--- src/rtl/dataflow_pkg.sv ---
// Shared helpers for the dataflow stop/valid token interface.
// A token is W data bits with the valid flag sitting directly above them.
package dataflow_pkg;

  function automatic int token_w(input int w);
    return w + 1;
  endfunction

  // Valid flag position inside a token of W data bits.
  function automatic int valid_bit(input int w);
    return w;
  endfunction

  // Pointer width that never collapses to zero bits for single-entry stores.
  function automatic int clog2_min1(input int n);
    return (n <= 1) ? 1 : $clog2(n);
  endfunction

endpackage

--- src/rtl/inbuf_fifo_if.sv ---
// Token channel bundle for inbuf_fifo: upstream token/stop, core token/stop
// and occupancy status. The master side is the upstream producer plus core.
interface inbuf_fifo_if #(
  parameter int W     = 8,
  parameter int DEPTH = 2
) ();
  import dataflow_pkg::*;

  localparam int TW = token_w(W);
  localparam int CW = $clog2(DEPTH + 1);

  logic [TW-1:0] in_data;
  logic          back_stop;
  logic [TW-1:0] core_data;
  logic          core_stop;
  logic [CW-1:0] count;
  logic          almost_full;

  modport master (
    output in_data,
    output core_stop,
    input  back_stop,
    input  core_data,
    input  count,
    input  almost_full
  );

  modport slave (
    input  in_data,
    input  core_stop,
    output back_stop,
    output core_data,
    output count,
    output almost_full
  );

endinterface

--- src/rtl/inbuf_store.sv ---
// DEPTH x W token payload storage: synchronous write, asynchronous read.
// Data is not reset; occupancy tracking in the parent decides what is live.
module inbuf_store
  import dataflow_pkg::*;
#(
  parameter int W     = 8,
  parameter int DEPTH = 2
) (
  input  logic                         clk,
  input  logic                         wr_en_i,
  input  logic [clog2_min1(DEPTH)-1:0] wr_ptr_i,
  input  logic [W-1:0]                 wr_data_i,
  input  logic [clog2_min1(DEPTH)-1:0] rd_ptr_i,
  output logic [W-1:0]                 rd_data_o
);

  logic [W-1:0] mem_q [DEPTH];

  // Write port: one entry per cycle at the write pointer.
  always_ff @(posedge clk) begin
    if (wr_en_i) begin
      mem_q[wr_ptr_i] <= wr_data_i;
    end
  end

  assign rd_data_o = mem_q[rd_ptr_i];

endmodule

--- src/rtl/inbuf_fifo.sv ---
// Multi-entry input buffer for the stop/valid token interface. Absorbs up to
// DEPTH tokens while the core stalls, reports occupancy, and can optionally
// forward tokens combinationally when empty (BYPASS=1).
module inbuf_fifo
  import dataflow_pkg::*;
#(
  parameter int W        = 8,
  parameter int DEPTH    = 2,
  parameter int BYPASS   = 1,
  parameter int AF_LEVEL = DEPTH - 1
) (
  input  logic        clk,
  input  logic        rst_n,
  inbuf_fifo_if.slave bus
);

  localparam int TW        = token_w(W);
  localparam int VALID_BIT = valid_bit(W);
  localparam int PW        = clog2_min1(DEPTH);
  localparam int CW        = $clog2(DEPTH + 1);

  if (DEPTH < 1 || DEPTH > 64) begin : g_depth_check
    $error("inbuf_fifo: DEPTH must be within 1..64");
  end

  logic [PW-1:0] rd_ptr_q, rd_ptr_d;
  logic [PW-1:0] wr_ptr_q, wr_ptr_d;
  logic [CW-1:0] count_q, count_d;
  logic [W-1:0]  rd_data;
  logic [TW-1:0] core_data;
  logic          full;
  logic          empty;
  logic          bypass_path;
  logic          in_fire;
  logic          out_fire;
  logic          pass_thru;
  logic          push;
  logic          pop;

  // Advance a pointer with wrap at DEPTH-1 (DEPTH need not be a power of two).
  function automatic logic [PW-1:0] ptr_inc(input logic [PW-1:0] p);
    return (p == PW'(DEPTH - 1)) ? '0 : p + 1'b1;
  endfunction

  assign full        = (count_q == CW'(DEPTH));
  assign empty       = (count_q == '0);
  assign bypass_path = (BYPASS != 0) && empty;

  // Core-side token: bypassed input when empty in bypass mode, else the head entry.
  always_comb begin
    core_data = '0;
    if (bypass_path) begin
      core_data = bus.in_data;
    end else if (!empty) begin
      core_data = {1'b1, rd_data};
    end
  end

  assign in_fire   = bus.in_data[VALID_BIT] & ~full;
  assign out_fire  = core_data[VALID_BIT] & ~bus.core_stop;
  // A bypassed token consumed by the core in the same cycle never touches storage.
  assign pass_thru = bypass_path & in_fire & out_fire;
  assign push      = in_fire & ~pass_thru;
  assign pop       = out_fire & ~empty;

  // Next-state for pointers and occupancy.
  always_comb begin
    rd_ptr_d = rd_ptr_q;
    wr_ptr_d = wr_ptr_q;
    count_d  = count_q;
    if (push) begin
      wr_ptr_d = ptr_inc(wr_ptr_q);
    end
    if (pop) begin
      rd_ptr_d = ptr_inc(rd_ptr_q);
    end
    if (push && !pop) begin
      count_d = count_q + 1'b1;
    end else if (pop && !push) begin
      count_d = count_q - 1'b1;
    end
  end

  // State registers; reset discards every stored token.
  always_ff @(posedge clk or negedge rst_n) begin
    if (!rst_n) begin
      rd_ptr_q <= '0;
      wr_ptr_q <= '0;
      count_q  <= '0;
    end else begin
      rd_ptr_q <= rd_ptr_d;
      wr_ptr_q <= wr_ptr_d;
      count_q  <= count_d;
    end
  end

  inbuf_store #(
    .W     (W),
    .DEPTH (DEPTH)
  ) u_store (
    .clk       (clk),
    .wr_en_i   (push),
    .wr_ptr_i  (wr_ptr_q),
    .wr_data_i (bus.in_data[W-1:0]),
    .rd_ptr_i  (rd_ptr_q),
    .rd_data_o (rd_data)
  );

  assign bus.core_data   = core_data;
  assign bus.back_stop   = full;
  assign bus.count       = count_q;
  assign bus.almost_full = (int'(count_q) >= AF_LEVEL);

  a_no_push_when_full : assert property (
    @(posedge clk) disable iff (!rst_n) !(push && full)
  );

  a_no_pop_when_empty : assert property (
    @(posedge clk) disable iff (!rst_n) !(out_fire && empty && !bypass_path)
  );

  a_count_in_range : assert property (
    @(posedge clk) disable iff (!rst_n) (count_q <= CW'(DEPTH))
  );

endmodule

--- src/flat_wrapper.sv ---
// flat-port wrapper written by rule: the top's interface ports become plain ports
module inbuf_fifo_flat import dataflow_pkg::*;
#(
  parameter int W        = 8,
  parameter int DEPTH    = 2,
  parameter int BYPASS   = 1,
  parameter int AF_LEVEL = DEPTH - 1
)
  (clk, rst_n, bus_in_data, bus_core_stop, bus_back_stop, bus_core_data, bus_count, bus_almost_full);
  inbuf_fifo_if #(.W(W), .DEPTH(DEPTH)) bus_i ();
  input  logic clk;
  input  logic rst_n;
  input wire logic [$bits(bus_i.in_data)-1:0] bus_in_data;
  input wire logic [$bits(bus_i.core_stop)-1:0] bus_core_stop;
  output wire logic [$bits(bus_i.back_stop)-1:0] bus_back_stop;
  output wire logic [$bits(bus_i.core_data)-1:0] bus_core_data;
  output wire logic [$bits(bus_i.count)-1:0] bus_count;
  output wire logic [$bits(bus_i.almost_full)-1:0] bus_almost_full;
  assign bus_i.in_data = bus_in_data;
  assign bus_i.core_stop = bus_core_stop;
  assign bus_back_stop = bus_i.back_stop;
  assign bus_core_data = bus_i.core_data;
  assign bus_count = bus_i.count;
  assign bus_almost_full = bus_i.almost_full;
  inbuf_fifo #(.W(W), .DEPTH(DEPTH), .BYPASS(BYPASS), .AF_LEVEL(AF_LEVEL)) u_core (.clk(clk), .rst_n(rst_n), .bus(bus_i));
endmodule
--- config.mk ---
export PLATFORM = sky130hd
export DESIGN_NAME = inbuf_fifo_flat
export DESIGN_NICKNAME = d
export VERILOG_FILES = /design/src/rtl/dataflow_pkg.sv /design/src/rtl/inbuf_fifo_if.sv /design/src/rtl/inbuf_store.sv /design/src/rtl/inbuf_fifo.sv /design/src/flat_wrapper.sv
export SDC_FILE = /design/constraint.sdc
export NUM_CORES = 1
export LEC_CHECK = 0
export ABC_AREA = 1
export BUFFER_PORTS_ARGS = -buffer_cell sky130_fd_sc_hd__buf_2
export CORE_UTILIZATION = 45
export CTS_CLUSTER_DIAMETER = 60
export CTS_CLUSTER_SIZE = 14
export DETAILED_ROUTE_END_ITERATION = 16
export PLACE_DENSITY = 0.66
export SKIP_CTS_REPAIR_TIMING = 1
export SLEW_MARGIN = 20
export SYNTH_ARGS = -nofsm -noshare
export SYNTH_HDL_FRONTEND = slang
export SYNTH_SLANG_ARGS = --single-unit
--- constraint.sdc ---
create_clock -name clk -period 2.7 [get_ports clk]
set_input_delay 0.27 -clock clk [delete_from_list [all_inputs] [get_ports clk]]
set_output_delay 0.27 -clock clk [all_outputs]
set_load 0.01 [all_outputs]
==> results of run 1 <==
power by group through the flow:
| stage | Clock [uW] | Sequential, uW | Combinational (uW) |
|---|---|---|---|
| finish | 145 | 486 | 611 |
| global route | 164 | 496 | 699 |
| floorplan | 0 | 474 | 457 |
| global placement | 0 | 489 | 609 |
| CTS | 150 | 487 | 620 |
| detailed placement | 0 | 495 | 616 |
layout make-up:
class                      instances  area (um2)  share of cell area [%]
clock buffer                       4        26.3                    2.39
inverter                          10        42.5                    3.86
multi-input combinational         53         288                    26.1
timing repair buffer              25         130                    11.8
sequential                        20         581                    52.7
tap                               27        33.8                    3.07
metal layers:
layer | share of wire [%] | vias to the layer above | global-route usage, %
met5 | 0 | - | 0
met3 | 3.5 | 2 | 3.40
li1 | - | 341 | -
met4 | 0.53 | 0 | 6.67
met2 | 49 | 14 | 25.8
met1 | 47 | 313 | 23.1
how the worst min path moves through the flow:
stage / endpoint / cells after the start
after floorplan: u_core.bus.count[0]$_DFFE_PN0P_ / 0
after global placement: u_core.bus.count[0]$_DFFE_PN0P_ / 1
after detailed placement: u_core.wr_ptr_q$_DFFE_PN0N_ / 1
after CTS: u_core.wr_ptr_q$_DFFE_PN0N_ / 1
after global routing: u_core.u_store.mem_q[0][0]$_DFFE_PP_ / 1
final: u_core.u_store.mem_q[1][4]$_DFFE_PP_ / 1
placed cells by master, fill, tap and decap left out:
cell type	instances
nand2_1	14
a21oi_1	15
ha_1	4
inv_1	8
nand3_1	2
clkbuf_1	1
nand3_2	1
a21oi_2	2
dfrtp_1	4
clkbuf_4	3
dlygate4sd3_1	1
buf_2	24
xnor2_1	1
clkinv_4	1
nor2_1	10
o21ai_0	1
inv_2	1
nand2_2	2
xor2_1	1
edfxtp_1	16
metrics by stage:
stage | cell area, um2 | setup WS, ns | hold WS, ns
after floorplan | 933 | 0.976 | -0.0256
after global placement | 1060 | 0.907 | 0.0845
after detailed placement | 1060 | 0.789 | 0.0864
after CTS | 1090 | 0.687 | -0.239
after global routing | 1100 | 0.591 | 0.156
final | 1100 | 0.721 | 0.171
synthesized netlist by cell type:
cell type  instances  share of area [%]
a21oi_1           15                8.0
a21oi_2            2                1.9
buf_6              2                2.4
clkinv_4           1               0.94
dfrtp_1            4                 11
edfxtp_1          16                 51
ha_1               4                5.4
inv_1              8                3.2
inv_2              1               0.40
nand2_1           14                5.6
nand2_2            2                1.3
nand3_1            2                1.1
nand3_2            1                1.1
nor2_1            10                4.0
o21ai_0            1               0.54
xnor2_1            1               0.94
xor2_1             1               0.94
flip-flops by register name, indices dropped and copies added, names as in the netlist:
signal                flops
u_core.bus.count          2
u_core.rd_ptr_q           1
u_core.u_store.mem_q     16
u_core.wr_ptr_q           1
worst max-delay path, cell delays in order, from the launching register on:
cell	delay, ns
dfrtp_1	0.42
inv_1	0.11
ha_1	0.40
inv_2	0.16
nor2_1	0.16
a21oi_2	0.04
buf_2	0.14
cells by family (layout without fill, tap and decap cells):
family	after synthesis	after routing	synth area share [%]
and+or+nand+nor	29	29	13.1
AOI/OAI and AO/OA	18	18	10.5
buffers and inverters	12	39	6.97
DFF	20	20	62.2
xor gates and xnor gates	2	2	1.88
adders and majority gates	4	4	5.36
==> impl_metrics.toml, run 1 <==
[cts]
tritoncts = "yes"
cts_made_buffers = 3
cts-root-buf = "clkbuf_4"
htreeDepth = 1
clockBufferDepth = 2
clock_sinks = 20
path_clk_slew_ns = 0.12
clk_latency_ns = 0.30

[worst_setup_path]
critical_path.startpoint = "u_core.bus.count[0]$_DFFE_PN0P_"
r2r-end = "u_core.u_store.mem_q[1][1]$_DFFE_PP_"
crit_path_end_kind = "output pin"
worst_ep_arrival_time_ns = 1.71
cp-start-kind = "flip-flop"
critPathMaxFanout = 10
rr_worst_depth = 5
rrSetupSlack_ns = 0.81
cp_data_required_time_ns = 2.43
r2r_start = "u_core.bus.count[0]$_DFFE_PN0P_"
endpoint = "bus_core_data[1]"
crit_type = "reg2out"

[sta]
hold_viol_final = 0
setup_viol = 0
max_freq_mhz = 505
period_minus_slack_ns = 1.98
tns_ns = 0
tightest_slew_ns = 0.670
fin_crit_sh_pct = 73.3
max_slew_margin_pct = 55.2
rsz0062_at_grt = "false"
drv_slew = 0
skew_ns = 0.0116

[die]
die_area_mm2 = 0.00226
pin_count = 25
num_rows = 16
die_h_um = 47.5
die_x_um = 47.5
core_mm2 = 0.00196
start_util_pct = 47.6

[pwr]
sequentialPowerShare_pct = 39.1
internal_power_uw = 727
p_total_uw = 1240
vdd_ir_drop_max_uv = 621
p_leak_uw = 0.000493
power_frac_comb_pct = 49.2
clockPowerShare_pct = 11.7
power_density_mw_per_mm2 = 1130
p_sw_share_pct = 41.4
switching_power_uw = 514

[job]
max_cap_viol_count = 0

[logic_synthesis]
synth-seq-cells = 20
syn-num-nets = 101
syn_area_per_cell_um2 = 11.0
netlist_area_um2 = 933
syn_inst = 85
ys_seq_area_share_pct = 62.2
yosys_warnings = 0
synth_cell_types = 17

[drt]
drc = 0
wl_um = 1700
drt_first_pass_iters = 4
drt_iter0_drc = 14
ant_nets = 0
vias = 670
via_per_inst = 4.82
wl_per_cell_um = 12.2

[grt]
grt_pass1_wl_um = 2440
grt_antenna_before_repair = 0
grt-ovfl-total = 0
grt_usage_pct = 16.6
grt_max_degree = 12
first_global_vias = 521

[place]
hpwl_um = 1270
routabilityCongestion = 0.791
io_buffers = 24
dp.cells = 134

[run_status]
status = "finished, final reports clean"

[finish]
layout.nets = 129
syn2layout_area_growth_pct = 18.0
final_core_util_pct = 56.1
antenna_cells = 0
final_cells = 139
fillers = 204
layout-drive-gt1-share_pct = 30.4

[min_path]
hp-start = "bus_in_data[4]"
hold_path.class = "in2reg"
(Power assumes the default switching activity.)
==> inputs of run 2 (changes only) <==
--- a/config.mk
+++ b/config.mk
@@ -5,7 +5,7 @@
 export SDC_FILE = /design/constraint.sdc
 export NUM_CORES = 1
 export LEC_CHECK = 0
-export ABC_AREA = 1
+export ABC_AREA = 0
 export BUFFER_PORTS_ARGS = -buffer_cell sky130_fd_sc_hd__buf_2
 export CORE_UTILIZATION = 45
 export CTS_CLUSTER_DIAMETER = 60
==> constraint.sdc (replaced) <==
create_clock -name clk -period 1.9 [get_ports clk]
set_input_delay 0.19 -clock clk [delete_from_list [all_inputs] [get_ports clk]]
set_output_delay 0.19 -clock clk [all_outputs]
set_load 0.01 [all_outputs]
==> impl_metrics.toml, run 2 <==
[cts]
cts_made_buffers = 3
clockBufferDepth = 2
tritoncts = "yes"
clk_latency_ns = 0.29
cts-root-buf = "clkbuf_4"
htreeDepth = 1
clock_sinks = 20
path_clk_slew_ns = 0.10

[grt]
grt-ovfl-total = 0
grt_pass1_wl_um = 2170
grt_antenna_before_repair = 0
grt_usage_pct = 15.5
grt_max_degree = 17
first_global_vias = 476

[place]
dp.cells = 115
io_buffers = 24
dp_slack_ns = 0.208
routabilityCongestion = 0.735
hpwl_um = 1120

[sta]
tightest_slew_ns = 0.494
skew_ns = 0.00234
max_freq_mhz = 589
max_slew_margin_pct = 67.1
rsz0062_at_grt = "false"
period_minus_slack_ns = 1.70
fin_crit_sh_pct = 89.3
setup_viol = 0
drv_slew = 0
worst_slack_ns = 0.204
tns_ns = 0
hold_viol_final = 0

[worst_setup_path]
rr_worst_depth = 5
crit_path_end_kind = "output pin"
worst_ep_arrival_time_ns = 1.51
critPathMaxFanout = 16
cp_data_required_time_ns = 1.71
cp-start-kind = "flip-flop"
rrSetupSlack_ns = 0.21
crit_type = "reg2out"
r2r-end = "u_core.u_store.mem_q[1][2]$_DFFE_PP_"
r2r_start = "u_core.bus.count[0]$_DFFE_PN0P_"

[logic_synthesis]
yosys_warnings = 0
synth_area_leaders = "edfxtp_1, dfrtp_1, mux2i_1"
synth.most_common_cell = "edfxtp_1"
netlist_area_um2 = 892
syn-num-nets = 82
synth_top_area_cell = "edfxtp_1"
synth_edf_count = 16
syn_area_per_cell_um2 = 13.5
synth_top_cells_by_count = "edfxtp_1, nand2_1, mux2i_1"
syn_inst = 66
synth-seq-cells = 20
netlist.area_leader.share_pct = 53.9
synth_cell_types = 18
ys_seq_area_share_pct = 65.1
yosys_most_used_dff = "edfxtp_1"
async_reset_ff_share_pct = 20.0

[pwr]
p_leak_uw = 0.000477
clockPowerShare_pct = 13.8
power_density_mw_per_mm2 = 1570
power_frac_comb_pct = 44.6
p_sw_share_pct = 37.0
switching_power_uw = 632
sequentialPowerShare_pct = 41.6
vdd_ir_drop_max_uv = 1110
internal_power_uw = 1080

[finish]
top_register = "u_core.u_store.mem_q"
layout.nets = 112
antenna_cells = 0
largest_register_ffs = 16
final_core_util_pct = 61.3
syn2layout_area_growth_pct = 22.4
final_cells = 120
layout-drive-gt1-share_pct = 33.7
final_common_cell = "buf_2"
layout_common_cells = "buf_2, edfxtp_1, nand2_1"
fillers = 161

[drt]
ant_nets = 0
drt_iter0_drc = 6
vias = 579
wl_um = 1540
via_per_inst = 4.83
drt_first_pass_iters = 4
wl_per_cell_um = 12.9
drc = 0

[min_path]
holdPathEnd = "u_core.u_store.mem_q[1][3]$_DFFE_PP_"
min_path_cells = 1
hp-start = "bus_in_data[3]"
hold_path.class = "in2reg"

[die]
die_x_um = 46.5
die_area_mm2 = 0.00216
die_h_um = 46.5
num_rows = 15
pin_count = 25
start_util_pct = 50.0
core_mm2 = 0.00178

[run_status]
status = "finished, final reports clean"

[job]
max_cap_viol_count = 0
## run 2: cell types whose count changed after synthesis, sizes merged, moves of 3 or more
| cell | change |
|---|---|
| mux2i | +8 |
| nand3 | -3 |
| nor2 | -9 |
| inv | -5 |
| nand2 | -7 |
| o21ai | +8 |
| a21oi | -17 |
## run 2: worst max-delay path, cell delays in order, from the launching register on
cell     delay (ns)
dfrtp_1        0.39
inv_1          0.09
ha_1           0.22
buf_4          0.19
o21ai_0        0.17
buf_2          0.15
## run 2: stage by stage
step	power, uW	area, um2	hold slack (ns)
2_1_floorplan	1210	892	-0.106
3_3_place_gp	1460	1050	0.00415
3_5_place_dp	1490	1050	0.00389
4_1_cts	1730	1080	-0.326
5_1_grt	1830	1090	0.0826
6_report	1710	1090	0.0969
## run 2: power by group through the flow
| stage | Clock, uW | Combinational [uW] | Sequential [uW] |
|---|---|---|---|
| after global routing | 257 | 843 | 726 |
| after CTS | 245 | 773 | 713 |
| after global placement | 0 | 748 | 716 |
| final | 236 | 764 | 711 |
| after floorplan | 0 | 538 | 674 |
| after detailed placement | 0 | 769 | 721 |
## run 2: layer usage
layer  share of wire [%]  wire length, um  vias up  GRT usage, %
met5                   0                0        -             0
met1                  44              685      276          18.5
li1                    -                -      287             -
met2                  51              794       14          26.1
met4                0.78               12        0          7.06
met3                 3.3               51        2          3.53
## run 2: final cells by class
| cell class | instances | area [um2] | share of cell area [%] |
|---|---|---|---|
| tap | 25 | 31.3 | 2.86 |
| clock buffer | 4 | 36.3 | 3.32 |
| sequential | 20 | 581 | 53.1 |
| timing repair buffer | 27 | 145 | 13.3 |
| inverter | 4 | 15.0 | 1.37 |
| multi-input combinational | 40 | 284 | 26.0 |
## run 2: how the worst max path moves through the flow
stage	start	to
2_1_floorplan	u_core.bus.count[0]$_DFFE_PN0P_	u_core.u_store.mem_q[0][0]$_DFFE_PP_
3_3_place_gp	u_core.bus.count[0]$_DFFE_PN0P_	u_core.u_store.mem_q[1][2]$_DFFE_PP_
3_5_place_dp	u_core.bus.count[0]$_DFFE_PN0P_	u_core.u_store.mem_q[1][2]$_DFFE_PP_
6_report	u_core.bus.count[0]$_DFFE_PN0P_	bus_core_data[1]
4_1_cts	u_core.bus.count[0]$_DFFE_PN0P_	bus_core_data[1]
5_1_grt	u_core.bus.count[0]$_DFFE_PN0P_	bus_core_data[6]
## run 2: cell families (layout without fill, tap and decap cells)
| family | Yosys count | after routing | share of synthesized area, % |
|---|---|---|---|
| fa+ha+maj | 4 | 4 | 5.61 |
| compound gates | 9 | 9 | 5.05 |
| xor+xnor | 4 | 4 | 3.93 |
| flops | 20 | 20 | 65.1 |
| simple gates | 15 | 15 | 8.27 |
| buf+inv | 6 | 35 | 3.08 |
| mux | 8 | 8 | 8.98 |
==> inputs of run 3 (changes only) <==
--- a/config.mk
+++ b/config.mk
@@ -5,13 +5,15 @@
 export SDC_FILE = /design/constraint.sdc
 export NUM_CORES = 1
 export LEC_CHECK = 0
-export ABC_AREA = 0
+export ABC_AREA = 1
 export BUFFER_PORTS_ARGS = -buffer_cell sky130_fd_sc_hd__buf_2
+export CAP_MARGIN = 10
 export CORE_UTILIZATION = 45
 export CTS_CLUSTER_DIAMETER = 60
 export CTS_CLUSTER_SIZE = 14
 export DETAILED_ROUTE_END_ITERATION = 16
 export PLACE_DENSITY = 0.66
+export REMOVE_ABC_BUFFERS = 1
 export SKIP_CTS_REPAIR_TIMING = 1
 export SLEW_MARGIN = 20
 export SYNTH_ARGS = -nofsm -noshare
==> impl_metrics.toml, run 3 (synthesized netlist as in run 1, its figures left out) <==
[die]
die_area_mm2 = 0.00226
pin_count = 25
num_rows = 16
start_util_pct = 47.6
die_x_um = 47.5
core_mm2 = 0.00196
die_h_um = 47.5

[worst_setup_path]
cp_data_required_time_ns = 1.71
worstPathCellList = "inv_1, ha_1, buf_4, inv_4, nor2_1, a21oi_1, buf_2"
crit_cells = 7
cp-start-kind = "flip-flop"
critical_path.startpoint = "u_core.bus.count[0]$_DFFE_PN0P_"
endpoint = "bus_core_data[2]"
critPathMaxFanout = 9
crit_path_end_kind = "output pin"
critPathBufInv = 4
crit_type = "reg2out"
r2r_start = "u_core.bus.count[0]$_DFFE_PN0P_"
r2r-end = "u_core.bus.count[1]$_DFFE_PN0P_"
rrSetupSlack_ns = 0.34
slowest_delay_ns = 0.36
rr_worst_depth = 7
worst_ep_arrival_time_ns = 1.57
cp_top_family = "buffers and inverters"
slowest_stage = "dfrtp_1"

[finish]
multiInputGateArea_um2 = 290
fillers = 195
top_register = "u_core.u_store.mem_q"
largest_register_ffs = 16
antenna_cells = 0
layout_common_cells = "buf_2, edfxtp_1, a21oi_1"
final_common_cell = "buf_2"
layout-drive-gt1-share_pct = 33.0
seq_area_um2 = 581
syn2layout_area_growth_pct = 20.9
layout.nets = 132

[sta]
fin_crit_sh_pct = 92.4
worst_slack_ns = 0.144
drv_slew = 0
max_slew_margin_pct = 73.2
max_freq_mhz = 570
tightest_slew_ns = 0.401
setup_viol = 0
rsz0062_at_grt = "false"
hold_viol_final = 0
tns_ns = 0
whs_ns = 0.102
skew_ns = 0.00272
period_minus_slack_ns = 1.76

[drt]
ant_nets = 0
route.met3.wl_um = 44
drt_iter0_drc = 21
drt-met1-wl_um = 748
via_per_inst = 4.70
wl_met2_um = 855
wl_um = 1660
wl_per_cell_um = 11.7
vias = 668
top_layer_used = "met4"
drt_first_pass_iters = 5
drc = 0

[pwr]
p_leak_uw = 0.000509
power_density_mw_per_mm2 = 1590
vdd_ir_drop_max_uv = 937
p_total_uw = 1800

[cts]
clk_latency_ns = 0.29
clockBufferDepth = 2
path_clk_slew_ns = 0.10
cts-root-buf = "clkbuf_4"
cts_made_buffers = 3
clock_sinks = 20
tritoncts = "yes"
htreeDepth = 1

[grt]
grt_antenna_before_repair = 0
grt-ovfl-total = 0
first_global_vias = 580
grt_max_degree = 12
grt_pass1_wl_um = 2470
grt_usage_pct = 16.5

[place]
io_buffers = 24
dp_slack_ns = 0.299
routabilityCongestion = 0.823

[job]
max_cap_viol_count = 0

[run_status]
status = "finished, final reports clean"

[min_path]
hold_path.class = "in2reg"
## run 3: power by group
part	switching, uW	total (uW)	internal, uW
combinational	545	918	373
clock	117	193	76.2
sequential	74.5	688	613
## run 3: area by class of cell
type,instances,area share [%]
Clock buffer,3,2.00
Clock inverter,1,0.333
Inverter,10,3.99
Multi-Input combinational cell,53,25.7
Sequential cell,20,51.4
Tap cell,27,2.99
Timing Repair Buffer,28,13.5
## run 3: worst min-delay path by stage
stage                              start                                   end  slack, ns  cells after the start
after global placement             rst_n           u_core.wr_ptr_q$_DFFE_PN0N_     -0.001                      1
after global routing      bus_in_data[3]  u_core.u_store.mem_q[1][3]$_DFFE_PP_       0.08                      1
final                     bus_in_data[4]  u_core.u_store.mem_q[1][4]$_DFFE_PP_       0.10                      1
after floorplan                    rst_n       u_core.bus.count[0]$_DFFE_PN0P_      -0.11                      0
after CTS                          rst_n       u_core.bus.count[0]$_DFFE_PN0P_      -0.32                      1
after detailed placement           rst_n       u_core.bus.count[0]$_DFFE_PN0P_      0.003                      1
## run 3: metal layers
layer	global-route usage (%)	up-vias
li1	-	347
met1	18.8	309
met2	30.1	10
met3	3.40	2
met4	6.67	0
met5	0	-
## run 3: per-stage QoR
stage / cells / area [um2] / util, %
after floorplan: 83 / 911 / -
after global placement: 136 / 1080 / 55.0
after detailed placement: 136 / 1080 / 55.0
after CTS: 140 / 1110 / 56.4
after global routing: 142 / 1130 / 57.5
final: 142 / 1130 / 57.5
## run 3: worst reg2reg max path: stages, from the launching register on
cell and delay (ns):
dfrtp_1 0.36, inv_1 0.08, ha_1 0.25, a21oi_2 0.18
nand2_1 0.10, ha_1 0.34, nand2_1 0.07, o21ai_0 0.07
